===== src/rtl/firmware_loader_pkg.sv =====
// Shared types and constants for the firmware loader and the BRAM controller
// that answers its write/read transactions.
package firmware_loader_pkg;

  typedef enum logic [2:0] {
    ST_IDLE,
    ST_COLLECT,
    ST_WRITE,
    ST_READ,
    ST_FINISH
  } state_t;

  localparam logic [3:0]  MEM_WSTRB_WORD = 4'b1111;
  localparam logic [3:0]  MEM_WSTRB_READ = 4'b0000;
  localparam logic [31:0] WORD_ADDR_INC  = 32'd4;

  // Wide enough to count up to and including 65536 words.
  localparam int INDEX_W = 17;

  // Little-endian lane insert: byte lane n lands in bits [8n+7:8n].
  function automatic logic [31:0] insert_byte(input logic [31:0] word,
                                              input logic [1:0]  lane,
                                              input logic [7:0]  data);
    logic [31:0] result;
    result = word;
    result[{lane, 3'b000} +: 8] = data;
    return result;
  endfunction

endpackage


===== src/rtl/firmware_loader_byte_packer.sv =====
// Collects four stream bytes into one little-endian word; word_valid pulses
// combinationally with the acceptance of the fourth byte.
module loader_byte_packer
  import firmware_loader_pkg::*;
(
  input  logic        clk,
  input  logic        reset_n,
  input  logic        clear,
  input  logic        in_valid,
  input  logic        in_ready,
  input  logic [7:0]  in_data,
  output logic [31:0] word,
  output logic        word_valid
);

  logic [1:0]  byte_cnt_reg;
  logic [31:0] word_reg;
  logic        accept;

  assign accept = in_valid && in_ready;

  always_ff @(posedge clk) begin
    if (!reset_n || clear) begin
      byte_cnt_reg <= 2'd0;
      word_reg     <= 32'd0;
    end else if (accept) begin
      byte_cnt_reg <= byte_cnt_reg + 2'd1;
      word_reg     <= insert_byte(word_reg, byte_cnt_reg, in_data);
    end
  end

  // The completed word includes the byte being accepted right now, so the
  // loader can register it on the same edge without an extra cycle.
  assign word       = insert_byte(word_reg, byte_cnt_reg, in_data);
  assign word_valid = accept && (byte_cnt_reg == 2'd3);

endmodule


===== src/rtl/firmware_loader.sv =====
// Streams bytes into BRAM as full-word writes and holds the CPU in reset while
// loading. Define FIRMWARE_LOADER_READBACK_EN to verify every word by read-back.
module firmware_loader
  import firmware_loader_pkg::*;
#(
  parameter logic [31:0] BASE_ADDR = 32'h0000_0000,
  parameter int          MAX_WORDS = 65536
) (
  input  logic        clk,
  input  logic        reset_n,
  input  logic        start,
  input  logic [31:0] word_count,
  input  logic        in_valid,
  output logic        in_ready,
  input  logic [7:0]  in_data,
  output logic        mem_valid,
  input  logic        mem_ready,
  output logic [31:0] mem_addr,
  output logic [31:0] mem_wdata,
  output logic [3:0]  mem_wstrb,
  input  logic [31:0] mem_rdata,
  output logic        busy,
  output logic        done,
  output logic        error,
  output logic        cpu_reset_n
);

  localparam logic [31:0] MAX_WORDS_U = 32'(MAX_WORDS);

  state_t             state_reg;
  logic [INDEX_W-1:0] word_count_reg;
  logic [INDEX_W-1:0] index_reg;
  logic [INDEX_W-1:0] index_next;
  logic [31:0]        word_addr_reg;

  logic [31:0]        packed_word;
  logic               packed_valid;
  logic               pack_clear;

  assign index_next = index_reg + 17'd1;
  assign pack_clear = (state_reg == ST_IDLE);

  loader_byte_packer u_packer (
    .clk        (clk),
    .reset_n    (reset_n),
    .clear      (pack_clear),
    .in_valid   (in_valid),
    .in_ready   (in_ready),
    .in_data    (in_data),
    .word       (packed_word),
    .word_valid (packed_valid)
  );

`ifndef FIRMWARE_LOADER_READBACK_EN
  logic unused_rdata;
  assign unused_rdata = ^mem_rdata;
`endif

  always_ff @(posedge clk) begin
    if (!reset_n) begin
      state_reg      <= ST_IDLE;
      word_count_reg <= '0;
      index_reg      <= '0;
      word_addr_reg  <= BASE_ADDR;
      in_ready       <= 1'b0;
      mem_valid      <= 1'b0;
      mem_addr       <= BASE_ADDR;
      mem_wdata      <= 32'd0;
      mem_wstrb      <= MEM_WSTRB_READ;
      busy           <= 1'b0;
      done           <= 1'b0;
      error          <= 1'b0;
      cpu_reset_n    <= 1'b1;
    end else begin
      case (state_reg)
        ST_IDLE: begin
          if (start) begin
            word_count_reg <= word_count[INDEX_W-1:0];
            index_reg      <= '0;
            word_addr_reg  <= BASE_ADDR;
            done           <= 1'b0;
            error          <= 1'b0;
            busy           <= 1'b1;
            cpu_reset_n    <= 1'b0;
            if (word_count == 32'd0) begin
              state_reg <= ST_FINISH;
            end else if (word_count > MAX_WORDS_U) begin
              // Oversized image: refuse it without touching the bus.
              error     <= 1'b1;
              state_reg <= ST_FINISH;
            end else begin
              in_ready  <= 1'b1;
              state_reg <= ST_COLLECT;
            end
          end
        end

        ST_COLLECT: begin
          if (packed_valid) begin
            in_ready  <= 1'b0;
            mem_valid <= 1'b1;
            mem_wstrb <= MEM_WSTRB_WORD;
            mem_addr  <= word_addr_reg;
            mem_wdata <= packed_word;
            state_reg <= ST_WRITE;
          end
        end

        ST_WRITE: begin
          if (mem_valid && mem_ready) begin
            mem_valid     <= 1'b0;
            index_reg     <= index_next;
            word_addr_reg <= word_addr_reg + WORD_ADDR_INC;
`ifdef FIRMWARE_LOADER_READBACK_EN
            state_reg     <= ST_READ;
`else
            if (index_next == word_count_reg) begin
              state_reg <= ST_FINISH;
            end else begin
              in_ready  <= 1'b1;
              state_reg <= ST_COLLECT;
            end
`endif
          end
        end

`ifdef FIRMWARE_LOADER_READBACK_EN
        // mem_addr and mem_wdata still hold the word just written; the first
        // READ cycle is the mandatory idle gap between transactions.
        ST_READ: begin
          if (!mem_valid) begin
            mem_valid <= 1'b1;
            mem_wstrb <= MEM_WSTRB_READ;
          end else if (mem_ready) begin
            mem_valid <= 1'b0;
            if (mem_rdata != mem_wdata) begin
              error     <= 1'b1;
              state_reg <= ST_FINISH;
            end else if (index_reg == word_count_reg) begin
              state_reg <= ST_FINISH;
            end else begin
              in_ready  <= 1'b1;
              state_reg <= ST_COLLECT;
            end
          end
        end
`endif

        ST_FINISH: begin
          in_ready    <= 1'b0;
          done        <= 1'b1;
          busy        <= 1'b0;
          cpu_reset_n <= 1'b1;
          state_reg   <= ST_IDLE;
        end

        default: begin
          state_reg <= ST_IDLE;
        end
      endcase
    end
  end

endmodule


===== config.mk =====
export PLATFORM = sky130hd
export DESIGN_NAME = firmware_loader
export DESIGN_NICKNAME = d
export VERILOG_FILES = /design/src/rtl/firmware_loader_pkg.sv /design/src/rtl/firmware_loader_byte_packer.sv /design/src/rtl/firmware_loader.sv
export SDC_FILE = /design/constraint.sdc
export NUM_CORES = 1
export LEC_CHECK = 0
export CAP_MARGIN = 20
export CORE_MARGIN = 5
export CORE_UTILIZATION = 55
export CTS_CLUSTER_DIAMETER = 100
export DETAILED_ROUTE_END_ITERATION = 10
export DONT_BUFFER_PORTS = 1
export PLACE_DENSITY = 0.75
export SLEW_MARGIN = 20
export SYNTH_ARGS = -nofsm -noshare
export SYNTH_HDL_FRONTEND = slang
export SYNTH_HIERARCHICAL = 1
export SYNTH_SLANG_ARGS = --single-unit

===== constraint.sdc =====
create_clock -name clk -period 4.3 [get_ports clk]
set_input_delay 0.645 -clock clk [delete_from_list [all_inputs] [get_ports clk]]
set_output_delay 0.645 -clock clk [all_outputs]
set_load 0.01 [all_outputs]

# Word-level counts from Yosys, hierarchy flattened
# Index checks and enable logic that the tools add are counted.
totals:
  ff_bits: 174
  in_bits: 77
  out_inout_bits: 74
  wordCells: 81
op_classes:
  addsub: 4
  magnitude_cmp: 1
  eq_ne: 11
  n_shift: 2
  mux: 30
  reduce_logical: 18
op_table:
  columns: ["operator", "n"]
  rows:
  - ["32-bit 2-to-1 mux", 2]
  - ["32-bit case mux with 2 select lines", 1]
  - ["17-bit 2-to-1 mux", 2]
  - ["17-bit case mux with 2 select lines", 1]
  - ["32-bit by 3-bit adder with 32-bit output, second input constant", 1]
  - ["32-bit bitwise mux", 1]
  - ["32-bit by 17-bit greater-than comparator with 1-bit output, second input constant", 1]
  - ["32-bit zero test", 1]
  - ["8-bit by 7-bit variable shift with 32-bit output, first input constant", 1]
  - ["8-bit by 7-bit variable part select with 32-bit output", 1]
  - ["3-bit 2-to-1 mux", 6]
  - ["17-bit by 1-bit adder with 17-bit output, second input constant", 1]
  - ["17-bit == test", 1]
  - ["1-bit 2-to-1 mux", 12]
  - ["2-bit inequality test, second input constant", 6]
  - ["3-bit case mux with 3 select lines", 1]
  - ["3-bit AND reduction", 3]
  - ["5-bit negation with 7-bit output", 1]
  - ["7-bit AND reduction", 1]
  - ["1-bit case mux with 2 select lines", 3]
  - ["2-bit AND reduction", 3]
  - ["2-bit nonzero test", 3]
  - ["1-bit case mux with 4 select lines", 1]
  - ["4-bit nonzero test", 1]
  - ["9 further kinds", 11]

# Longest topological paths before layout
# Gate-level depths: netlist of the first run.
depth:
  ltp_word: 5
  ltp_mapped: 10
  depth_no_buf: 7

# Cells and area by module
# The synthesis of the first run kept the hierarchy.
by_module_without_submodules:
  columns: ["mod", "instances", "cells_per_inst", "area_per_inst_um2", "seq_area_each_um2"]
  rows:
  - ["firmware_loader", 1, 718, 6039.5, 2722.6]
  - ["loader_byte_packer", 1, 204, 1910.6, 680.7]

# Least setup slack after synthesis of the first run
# OpenSTA, ideal clock, no wires.
synth_timing:
  kind: "reg2reg"
  startpoint: "register index_reg[0]"
  endpoint: "register in_ready"
  setup_ns: 0.126
  arrival_time_ns: 2.172
  required_ns: 4.174
  setup_slack_ns: 2.002
  stages_incl_launch_ff: 8
  path_buffers: 0
  period_less_slack_ns: 2.298
  cell_sequence: "dfxtp_1 -> ha_1 -> nand3_1 -> nor2_1 -> or4b_2 -> a2111oi_1 -> a211o_1 -> nand3_1"
synth_via:
  elab_chain_len: 4
synth_lines:
  columns: ["element", "line_no", "rtl"]
  rows:
  - ["start: declaration", "firmware_loader.sv:32", "logic [INDEX_W-1:0] index_reg;"]
  - ["start signal: assignment", "firmware_loader.sv:112", "index_reg <= index_next;"]
  - ["17-bit by 1-bit adder with 17-bit output", "firmware_loader.sv:40", "assign index_next = index_reg + 17'd1;"]
  - ["17-bit == test", "firmware_loader.sv:117", "if (index_next == word_count_reg) begin"]
  - ["2-bit inequality test (no line)", null, null]
  - ["7-bit AND reduction (no line)", null, null]
  - ["end signal: assignment", "firmware_loader.sv:65", "in_ready <= 1'b0;"]
  - ["end signal: assignment", "firmware_loader.sv:120", "in_ready <= 1'b1;"]
  - ["end signal: assignment", "firmware_loader.sv:150", "in_ready <= 1'b0;"]
  - ["end: declaration", "firmware_loader.sv:14", "output logic in_ready,"]
# No other way between the ends.
# A chain may end at the register's enable or synchronous reset.

# Worst setup path after layout of the first run
# Ends and elaborated chain as after synthesis.

==> impl_results.md, run 1 <==
* Setup fix buffers added after clock tree synthesis at 0
* Pre-Repair DR Iteration Count at 5
* Port-buffer cells at 0
* Half-perimeter wire length of the detailed placement result at 11600 um
* Adder-cell area share of the yosys netlist at 0.0110
* Number of nets in the final layout at 966
* Routed length per placed instance at 15.8 um
* Setup repair after global routing missed its margin: no
* Family with the most delay on the worst path: compound AO/OA/AOI/OAI gates
* Count of flip-flops with a built-in enable after synthesis at 0
* Vias in the first global route at 5609
* Count leader, synth: nand2_1
* Post-synthesis instance area at 0.00795 mm2
* Critical Path AT at 3240 ps
* Clock tree from TritonCTS: built
* # rows at 44
* Max VDD drop at 0.000272 V
* Ratio of cells with drive above 1 in the final layout at 0.0626
* Accumulated negative setup slack at 0 ps
* Synth cell count leaders: nand2_1 (177), dfxtp_1 (170), a21boi_0 (65)
* Critical R2R Launch: index_reg[0]$_SDFFE_PN0P_
* Final worst path period need at 2930 ps
* Max-cap violation count at 0
* Compound-gate portion of the synthesized area at 0.198
* Synth Area in XOR/XNOR at 0.0540
* Type of origin of the critical path: flip-flop
* Global router's overall resource usage at 0.207
* Number of sinks on the clock net at 170
* Reg2reg setup slack at 1370 ps
* Max Fanout on Critical Path at 13
* Weighted congestion reported at the end of routability-driven placement at 0.840
* Yosys Warn Count at 6
* Die boundary height at 130 um
* Largest buffer count on any clock path at 2
* Clk root buf: clkbuf_16
* Wire length of the first global-routing pass at 28100 um
* Flop and latch count out of synthesis at 170
* Avg Inst Size Synth at 8.62 um2
* Final critical-path share of the clock period at 0.680
* Post-synthesis async set-or-reset flop share at 0
* Worst slack on hold paths at 339 ps
* Critical path launch point: index_reg[0]$_SDFFE_PN0P_
* Fin. max-slew vios at 0
* Post-cts resize count at 0
* Start-to-end type of the worst setup path: flip-flop to flip-flop
* P&R area growth vs syn at 5.76%
* Most used DFF post-synth: dfxtp_1
* Crit path buf inv count at 1
* Number of nets with antenna violations after detailed routing at 0
* Initial antenna violation count at 0
* Drt first-iter violations at 486
* Distinct cell type count after synthesis at 62
* Maximum clock skew at final layout at 9.64 ps
* Headroom to the max-slew limit at 0.353
* Actual slew at the worst max-slew pin at 968 ps
* DIE WIDTH at 130 um
* Mapped Cells at 922
* Max Fclk at 0.342 GHz
* Count of pins on the block boundary at 151
* Number of setup violations in the final report at 0
* Fraction of synthesized area in multiplexers at 0.00126
* Status: finished, final reports clean
* Hold-fix buffer count after cts at 0
* Cell-by-cell trace of the critical path: ha_1 -> nand3_1 -> buf_4 -> nor2_1 -> or4b_2 -> a2111oi_1 -> a211o_1 -> nand3_1
* Remaining Overflow, GRT at 0
* Slowest stage cell, crit path: a2111oi_1
* Main combinational cell family by area after synthesis: simple AND/OR/NAND/NOR gates
* Biggest area consumer among synthesized cells: dfxtp_1
* Sequential element share of the synthesized area at 0.428
* Antenna diode count at 0
* Drt via density at 5.73
* Clock slew at the register clock pins of the worst setup and hold paths at 60 ps
* Hold violation total from the final report at 0
* Total via count in the routed design at 6185
* Floorplan core area at 0.0144 mm2
* Fraction of synthesized cell area taken by the top area cell type at 0.428
* Insertion delay of the later-clocked pin in the worst-skew pair at 430 ps
* CP Capture Type: flip-flop
* Power density cells at 453 mW/mm2
* TritonCTS buffer count at 17
* Leakage power at 2.81 nW
* Worst path required time at 4610 ps
* Initial cell density of the core at 0.553
* Worst path most repeated cell: nand3_1
* Post-route DRC at 0
* H-tree depth reported by CTS at 4
* Largest net degree at the start of global routing at 93
* Most area-consuming cells after synthesis: dfxtp_1 (43%), nand2_1 (8.4%), a21boi_0 (6.1%), a22o_1 (5.5%), xnor2_1 (3.6%)
* Largest stage delay on the critical path at 690 ps
* Class of the worst hold path: primary input to flip-flop
* Critical hold path startpoint: word_count[13]
* Post-Synth Simple-Gate Area at 0.234
* Full die area at 0.0170 mm2
* Total wire length at 17100 um
area by class of cell:
cell class / instances / area [um2]
Timing Repair Buffer: 6 / 45.0
Tap cell: 184 / 230
Clock buffer: 22 / 474
Multi-Input combinational cell: 661 / 3990
Fill cell: 1257 / 5960
Inverter: 26 / 97.6
Clock inverter: 10 / 164
Sequential cell: 170 / 3400
cells by family (layout without fill, tap and decap cells):
group                    count (synthesis)  in the layout
flip-flops                             170            170
adder cells (fa/ha/maj)                  7              7
AND/OR/NAND/NOR                        380            380
buffers and inverters                   92             64
multiplexers                             1              1
AO/OA/AOI/OAI                          222            222
XOR/XNOR                                49             49
other                                    1              2
final timing paths:
path                                                           end  depth (start not counted)
worst min register to register  u_packer/word_reg[16]$_SDFFE_PP0P_                          2
worst min-delay path               word_count_reg[13]$_SDFFE_PN0P_                          1
worst max-delay path                         in_ready$_SDFFE_PN0P_                          8
worst max register to register               in_ready$_SDFFE_PN0P_                          8
report_power, final:
part / total, W / switching [W] / internal (W)
Combinational: 0.000458 / 0.000288 / 0.000170
Sequential: 0.00172 / 0.0000833 / 0.00163
Clock: 0.00163 / 0.000611 / 0.00102
cells in the final DEF (no fill, tap or decap), types with 6 or more instances in the layout:
cell type / synthesis / final
nand2_1: 177 / 176
dfxtp_1: 170 / 170
a21boi_0: 65 / 65
nor2_1: 58 / 57
a22o_1: 50 / 50
o21ai_0: 41 / 41
nand3_1: 39 / 39
xnor2_1: 33 / 33
a21oi_1: 29 / 29
inv_1: 26 / 26
clkbuf_16: 0 / 17
nor2b_1: 16 / 16
xor2_1: 16 / 16
nor4_1: 15 / 15
nor3_1: 12 / 12
nand4_1: 11 / 11
and3_1: 9 / 9
a32oi_1: 8 / 8
or3_1: 7 / 7
ha_1: 7 / 7
buf_4: 6 / 6
metal layers:
metal,up-vias,wire length (um),global-route usage
li1,3125,-,-
met1,2852,7990,0.288
met2,185,7480,0.306
met3,23,1310,0.0684
met4,0,286,0.0611
met5,-,0,0
through the flow:
stage | std cells | utilization | cell area [um2] | setup slack (ps) | total power, W
floorplan | 923 | - | 7950 | 2000 | 0.00213
global route | 1079 | 0.585 | 8410 | 1150 | 0.00398
finish | 1079 | 0.585 | 8410 | 1370 | 0.00381
detailed placement | 1047 | 0.541 | 7770 | 1420 | 0.00221
global placement | 1047 | 0.540 | 7760 | 1440 | 0.00220
CTS | 1079 | 0.585 | 8410 | 1370 | 0.00384
worst register-to-register path, stage by stage (launching register included):
cell and delay (ps):
dfxtp_1 470, ha_1 290, nand3_1 100, buf_4 200
nor2_1 150, or4b_2 600, a2111oi_1 690, a211o_1 240
nand3_1 70
(Power assumes the default switching activity.)
==> run 2, diff against run 1 <==
- clock period: 4.3 -> 2.75 ns (I/O delays scaled with it)
==> run 2 against run 1 <==
  * Non-clock buffer count grew 14
  * Clock-buffer cell count is the same
  * Via count is 0.74% higher
  * Largest cell class unchanged
  * Worst hold slack lost 230 ps
  * Critical path depth stayed put
  * Design area rose by 1.6%
==> impl_results.md, run 2 (synthesis gave the netlist of run 1 again) <==
* Cell-by-cell trace of the critical path: ha_1 -> nand3_1 -> buf_4 -> nor4_1 -> xnor2_1 -> or4_1 -> a221o_1 -> nor2_1
* Clk root buf: clkbuf_16
* Post-cts resize count at 0 (unchanged)
* Critical R2R Launch: index_reg[1]$_SDFFE_PN0P_
* Number of cells in the design after placement at 1061 (+1.3%)
* Final worst path period need at 2500 ps (-424 ps)
* Critical hold path startpoint: word_count[4]
* Total wire length at 17500 um (+2.4%)
* Largest net degree at the start of global routing at 93 (unchanged)
* Initial antenna violation count at 0 (unchanged)
* Leading cell types in the layout, fill and taps excluded: nand2_1 (176), dfxtp_1 (170), a21boi_0 (65)
* Post-route DRC at 0 (unchanged)
* # rows at 44 (unchanged)
* Actual slew at the worst max-slew pin at 758 ps (-210 ps)
* CP Capture Type: flip-flop
* Final critical-path share of the clock period at 0.910 (+0.229)
* Number of cells on the worst reg-to-reg path at 8 (unchanged)
* Maximum clock skew at final layout at 10.2 ps (+0.539 ps)
* Drt first-iter violations at 455 (-6.4%)
* Number of sinks on the clock net at 170 (unchanged)
* Final worst-path setup slack at 248 ps (-1130 ps)
* Floorplan core area at 0.0144 mm2 (unchanged)
* Most common cell after layout, fill and taps aside: nand2_1
* Class of the worst hold path: primary input to flip-flop
* Worst path required time at 3110 ps (-1500 ps)
* Reg2reg setup slack at 250 ps (-1130 ps)
* Drt via density at 5.70 (-0.55%)
* Final Instance Count excl. Fillers at 1093 (+1.3%)
* Max Fanout on Critical Path at 12 (-1)
* Setup repair after global routing missed its margin: no
* Headroom to the max-slew limit at 0.493 (+0.140)
* Max-cap violation count at 0 (unchanged)
* P&R area growth vs syn at 7.43%
* Max VDD drop at 0.000470 V (+73%)
* Worst-case hold path end point: word_count_reg[4]$_SDFFE_PN0P_
* Weighted congestion reported at the end of routability-driven placement at 0.847 (+0.87%)
* Total via count in the routed design at 6231 (+0.74%)
* Slowest stage cell, crit path: or4_1
* Pre-Repair DR Iteration Count at 7 (+2)
* Filler cell count at 1291 (+2.7%)
* Setup fix buffers added after clock tree synthesis at 0 (unchanged)
* Ratio of cells with drive above 1 in the final layout at 0.0781 (+0.0155)
* Number of nets with antenna violations after detailed routing at 0 (unchanged)
* Vias in the first global route at 5751 (+2.5%)
* Max Fclk at 0.400 GHz (+17%)
* H-tree depth reported by CTS at 4 (unchanged)
* Power density cells at 705 mW/mm2 (+56%)
* Endpoint of the lowest-slack register-to-register path: state_reg[2]$_SDFFE_PN0P_
* Insertion delay of the later-clocked pin in the worst-skew pair at 430 ps (about the same)
* TritonCTS buffer count at 17 (unchanged)
* Full die area at 0.0170 mm2 (unchanged)
* Half-perimeter wire length of the detailed placement result at 12100 um (+3.7%)
* Clock tree from TritonCTS: built
* Multi-input gate area at 0.00399 mm2 (-0.19%)
* Leakage power at 2.90 nW (+3.1%)
* Antenna diode count at 0 (unchanged)
* Routed length per placed instance at 16.0 um (+1.1%)
* Accumulated negative setup slack at 0 ps (unchanged)
* Remaining Overflow, GRT at 0 (unchanged)
* Number of nets in the final layout at 980 (+1.4%)
* Die boundary height at 130 um (unchanged)
* Hold-fix buffer count after cts at 0 (unchanged)
* Status: finished, final reports clean
* Initial cell density of the core at 0.553 (unchanged)
* Number of setup violations in the final report at 0 (unchanged)
* Worst Setup Slack post-DPL at 300 ps (-1120 ps)
* Number of instances on the worst hold path at 1 (unchanged)
* Port-buffer cells at 0 (unchanged)
* Start-to-end type of the worst setup path: flip-flop to flip-flop
* Type of origin of the critical path: flip-flop
* Critical Path AT at 2870 ps (-370 ps)
* Clock slew at the register clock pins of the worst setup and hold paths at 60 ps (about the same)
* DIE WIDTH at 130 um (unchanged)
* Crit path buf inv count at 1 (unchanged)
* Count of pins on the block boundary at 151 (unchanged)
* Largest stage delay on the critical path at 460 ps (-230 ps)
* Family with the most delay on the worst path: simple AND/OR/NAND/NOR gates
* Wire length of the first global-routing pass at 28900 um (+2.6%)
* Area of all sequential standard cells at 0.00340 mm2 (unchanged)
* Fin. max-slew vios at 0 (unchanged)
* Hold violation total from the final report at 0 (unchanged)
* Global router's overall resource usage at 0.210 (+0.00286)
* Largest buffer count on any clock path at 2 (unchanged)
run 2: cell count changes in the layout (fill, tap and decap cells not counted), sizes merged:
cell    previous run  this run
inv               27        26
clkinv             4         5
buf                6        20
run 2: worst max path at each step:
stage                                    startpoint                   endpoint  slack, ps  cells after the start
after floorplan           index_reg[0]$_SDFFE_PN0P_      in_ready$_SDFFE_PN0P_        450                      7
after global placement    index_reg[1]$_SDFFE_PN0P_  state_reg[2]$_SDFFE_PN0P_        320                      8
after detailed placement  index_reg[1]$_SDFFE_PN0P_  state_reg[2]$_SDFFE_PN0P_        300                      8
after CTS                 index_reg[1]$_SDFFE_PN0P_  state_reg[2]$_SDFFE_PN0P_        260                      8
after global routing      index_reg[1]$_SDFFE_PN0P_  state_reg[2]$_SDFFE_PN0P_         60                      8
final                     index_reg[1]$_SDFFE_PN0P_  state_reg[2]$_SDFFE_PN0P_        250                      8
run 2: where the power goes:
group | internal [W] | total [W] | leakage (nW) | switching, W
Clock | 0.00162 | 0.00259 | 0.316 | 0.000969
Combinational | 0.000289 | 0.000742 | 1.21 | 0.000452
Sequential | 0.00256 | 0.00269 | 1.37 | 0.000131
Total | 0.00446 | 0.00602 | 2.90 | 0.00155
run 2: worst register-to-register path, delay by kind of cell (launching register included):
family          cells  cell delay (ps)
simple gates        4             1040
flops               1              430
compound gates      1              370
buf+inv             1              200
xor+xnor            1              110
fa+ha+maj           1              280
run 2: metrics by stage:
stage	total power [W]	hold WS (ps)	utilization	area, um2
floorplan	0.00333	429	-	7950
finish	0.00602	105	0.594	8540
detailed placement	0.00348	449	0.549	7890
global route	0.00629	88.7	0.594	8540
CTS	0.00606	89.0	0.594	8540
global placement	0.00347	441	0.549	7890
run 2: cell type report:
class,count,share of cell area
multi-input combinational,661,0.467
sequential,170,0.398
clock buffer,22,0.0567
tap,184,0.0270
timing repair buffer,20,0.0205
clock inverter,10,0.0192
inverter,26,0.0114
run 2: routing by layer:
| layer | vias up | track usage | routed length (um) |
|---|---|---|---|
| met5 | - | 0 | 0 |
| met4 | 0 | 0.0568 | 200 |
| met3 | 18 | 0.0643 | 1410 |
| met2 | 179 | 0.321 | 7790 |
| met1 | 2905 | 0.289 | 8070 |
| li1 | 3129 | - | - |
==> run 3, diff against run 2 <==
- MAX_ROUTING_LAYER: not set -> met4
==> run 3 against run 2 <==
  * Fmax fell by 0.15%
  * Setup slack got worse by 3.6 ps
  * Flip-flop and latch count did not move
  * Clock power barely moved
  * Global-route usage is 0.67 points higher
  * Clock skew increased by 2.8 ps
  * First-iteration DRC count increased by 5.7%
  * Final cell count unchanged
  * Routed wire length up 0.37%
  * Largest power group unchanged
==> impl_results.md, run 3 (synthesis gave the netlist of run 1 again) <==
* Class of the worst hold path: primary input to flip-flop
* Share of total power in the clock network at 0.431 (about the same)
* Total via count in the routed design at 6255 (+0.39%)
* Start-to-end type of the worst setup path: flip-flop to flip-flop
* Fin. max-slew vios at 0 (unchanged)
* Worst path required time at 3110 ps (about the same)
* Crit path buf inv count at 1 (unchanged)
* Post-route DRC at 0 (unchanged)
* Number of cells in the design after placement at 1061 (unchanged)
* Most common cell after layout, fill and taps aside: nand2_1
* CP Capture Type: flip-flop
* Number of nets in the final layout at 980 (unchanged)
* Ratio of cells with drive above 1 in the final layout at 0.0781 (unchanged)
* Half-perimeter wire length of the detailed placement result at 12100 um (unchanged)
* Routed length per placed instance at 16.0 um (+0.37%)
* P&R area growth vs syn at 7.43% (unchanged)
* DIE WIDTH at 130 um (unchanged)
* Switching Fraction at 0.259 (+0.000797)
* Hold violation total from the final report at 0 (unchanged)
* Drt first-iter violations at 481 (+5.7%)
* Final Instance Count excl. Fillers at 1093 (unchanged)
* Reg2reg setup slack at 240 ps (about the same)
* Accumulated negative setup slack at 0 ps (unchanged)
* Final worst path period need at 2510 ps (+3.64 ps)
* Multi-input gate area at 0.00399 mm2 (unchanged)
* Worst slack on hold paths at 101 ps (-3.20 ps)
* Max-cap violation count at 0 (unchanged)
* Type of origin of the critical path: flip-flop
* Leakage power at 2.90 nW (unchanged)
* Pre-Repair DR Iteration Count at 5 (-2)
* Cell depth of the worst setup path at 8 (unchanged)
* # rows at 44 (unchanged)
* Seq pwr share at 0.446 (about the same)
* Setup fix buffers added after clock tree synthesis at 0 (unchanged)
* Family with the most delay on the worst path: simple AND/OR/NAND/NOR gates
* Leading cell types in the layout, fill and taps excluded: nand2_1 (176), dfxtp_1 (170), a21boi_0 (65)
* Worst Setup Slack post-DPL at 300 ps (unchanged)
* Filler cell count at 1291 (unchanged)
* Largest buffer count on any clock path at 2 (unchanged)
* H-tree depth reported by CTS at 4 (unchanged)
* Final critical-path share of the clock period at 0.911 (+0.00132)
* Number of setup violations in the final report at 0 (unchanged)
* Max VDD drop at 0.000470 V (about the same)
* Port-buffer cells at 0 (unchanged)
* Total wire length at 17500 um (+0.37%)
* Floorplan core area at 0.0144 mm2 (unchanged)
* Status: finished, final reports clean
* NetSw at 0.00156 W (+0.42%)
* Global router's overall resource usage at 0.217 (+0.00674)
* Number of cells on the worst reg-to-reg path at 8 (unchanged)
* Vias in the first global route at 5747 (-0.070%)
* Worst setup path endpoint: state_reg[2]$_SDFFE_PN0P_
* Internal Dissipation at 0.00446 W (about the same)
* Wire length of the first global-routing pass at 28900 um (+0.17%)
* Max Fclk at 0.399 GHz (-0.15%)
* Hold-fix buffer count after cts at 0 (unchanged)
* Endpoint of the lowest-slack register-to-register path: state_reg[2]$_SDFFE_PN0P_
* Weighted congestion reported at the end of routability-driven placement at 0.861 (+1.6%)
* Actual slew at the worst max-slew pin at 759 ps (+0.400 ps)
* Cell-by-cell trace of the critical path: ha_1 -> nand3_1 -> buf_4 -> nor4_1 -> xnor2_1 -> or4_1 -> a221o_1 -> nor2_1
* Area of all sequential standard cells at 0.00340 mm2 (unchanged)
* Combinational power share at 0.123 (about the same)
* Count of pins on the block boundary at 151 (unchanged)
* Critical Path AT at 2870 ps (about the same)
* TritonCTS buffer count at 17 (unchanged)
* Initial cell density of the core at 0.553 (unchanged)
* Critical R2R Launch: index_reg[1]$_SDFFE_PN0P_
* Initial antenna violation count at 0 (unchanged)
* Headroom to the max-slew limit at 0.493 (about the same)
* Number of nets with antenna violations after detailed routing at 0 (unchanged)
* Power density cells at 705 mW/mm2 (+0.11%)
* Antenna diode count at 0 (unchanged)
* Clock tree from TritonCTS: built
* Maximum clock skew at final layout at 13.0 ps (+2.85 ps)
* Insertion delay of the later-clocked pin in the worst-skew pair at 430 ps (about the same)
* Largest net degree at the start of global routing at 93 (unchanged)
* Remaining Overflow, GRT at 0 (unchanged)
* Die boundary height at 130 um (unchanged)
* Number of sinks on the clock net at 170 (unchanged)
* Clk root buf: clkbuf_16
* Full die area at 0.0170 mm2 (unchanged)
* Final worst-path setup slack at 245 ps (-3.64 ps)
* Max Fanout on Critical Path at 12 (unchanged)
* Setup repair after global routing missed its margin: no
* Drt via density at 5.72 (+0.39%)
* Critical path launch point: index_reg[1]$_SDFFE_PN0P_
* Clock slew at the register clock pins of the worst setup and hold paths at 70 ps (about the same)
* Largest stage delay on the critical path at 460 ps (about the same)
* Slowest stage cell, crit path: or4_1
* Post-cts resize count at 0 (unchanged)
[run 3: metrics by stage]
stage / power, W / utilization / area (um2)
6_report: 0.00602 / 0.594 / 8540
3_5_place_dp: 0.00348 / 0.549 / 7890
3_3_place_gp: 0.00347 / 0.549 / 7890
5_1_grt: 0.00629 / 0.594 / 8540
2_1_floorplan: 0.00333 / - / 7950
4_1_cts: 0.00606 / 0.594 / 8540
[run 3: worst reg2reg max path, delay by kind of cell (launching register included)]
kind	cells	cell delay, ps
AND/OR/NAND/NOR	4	1040
buffers and inverters	1	200
AO/OA/AOI/OAI	1	380
XOR/XNOR	1	110
adder cells (fa/ha/maj)	1	280
flip-flops	1	430
[run 3: worst min path at each step]
stage	start	endpoint	slack [ps]	cells past startpoint
after floorplan	u_packer/word_reg[16]$_SDFFE_PP0P_	u_packer/word_reg[16]$_SDFFE_PP0P_	430	2
after global placement	u_packer/word_reg[16]$_SDFFE_PP0P_	u_packer/word_reg[16]$_SDFFE_PP0P_	440	2
after detailed placement	u_packer/word_reg[18]$_SDFFE_PP0P_	u_packer/word_reg[18]$_SDFFE_PP0P_	450	2
after CTS	word_count[0]	word_count_reg[0]$_SDFFE_PN0P_	90	1
after global routing	word_count[14]	word_count_reg[14]$_SDFFE_PN0P_	90	1
final	word_count[1]	word_count_reg[1]$_SDFFE_PN0P_	100	1
[run 3: final cells by class]
cell class,instances,area share
Timing Repair Buffer,20,0.0205
Clock inverter,10,0.0192
Multi-Input combinational cell,661,0.467
Clock buffer,22,0.0567
Sequential cell,170,0.398
Inverter,26,0.0114
Tap cell,184,0.0270
[run 3: routing by layer]
layer / global-route usage / part of all wire / wire length [um]
met3: 0.0618 / 0.078 / 1370
met2: 0.320 / 0.45 / 7870
met5: - / 0 / 0
met4: 0.0568 / 0.011 / 194
met1: 0.292 / 0.46 / 8090
[run 3: power groups by stage]
stage | logic (W) | clock network [W] | registers (W)
2_1_floorplan | 0.000654 | 0 | 0.00268
3_3_place_gp | 0.000729 | 0 | 0.00274
3_5_place_dp | 0.000736 | 0 | 0.00274
4_1_cts | 0.000740 | 0.00263 | 0.00269
5_1_grt | 0.000824 | 0.00276 | 0.00270
6_report | 0.000743 | 0.00259 | 0.00269
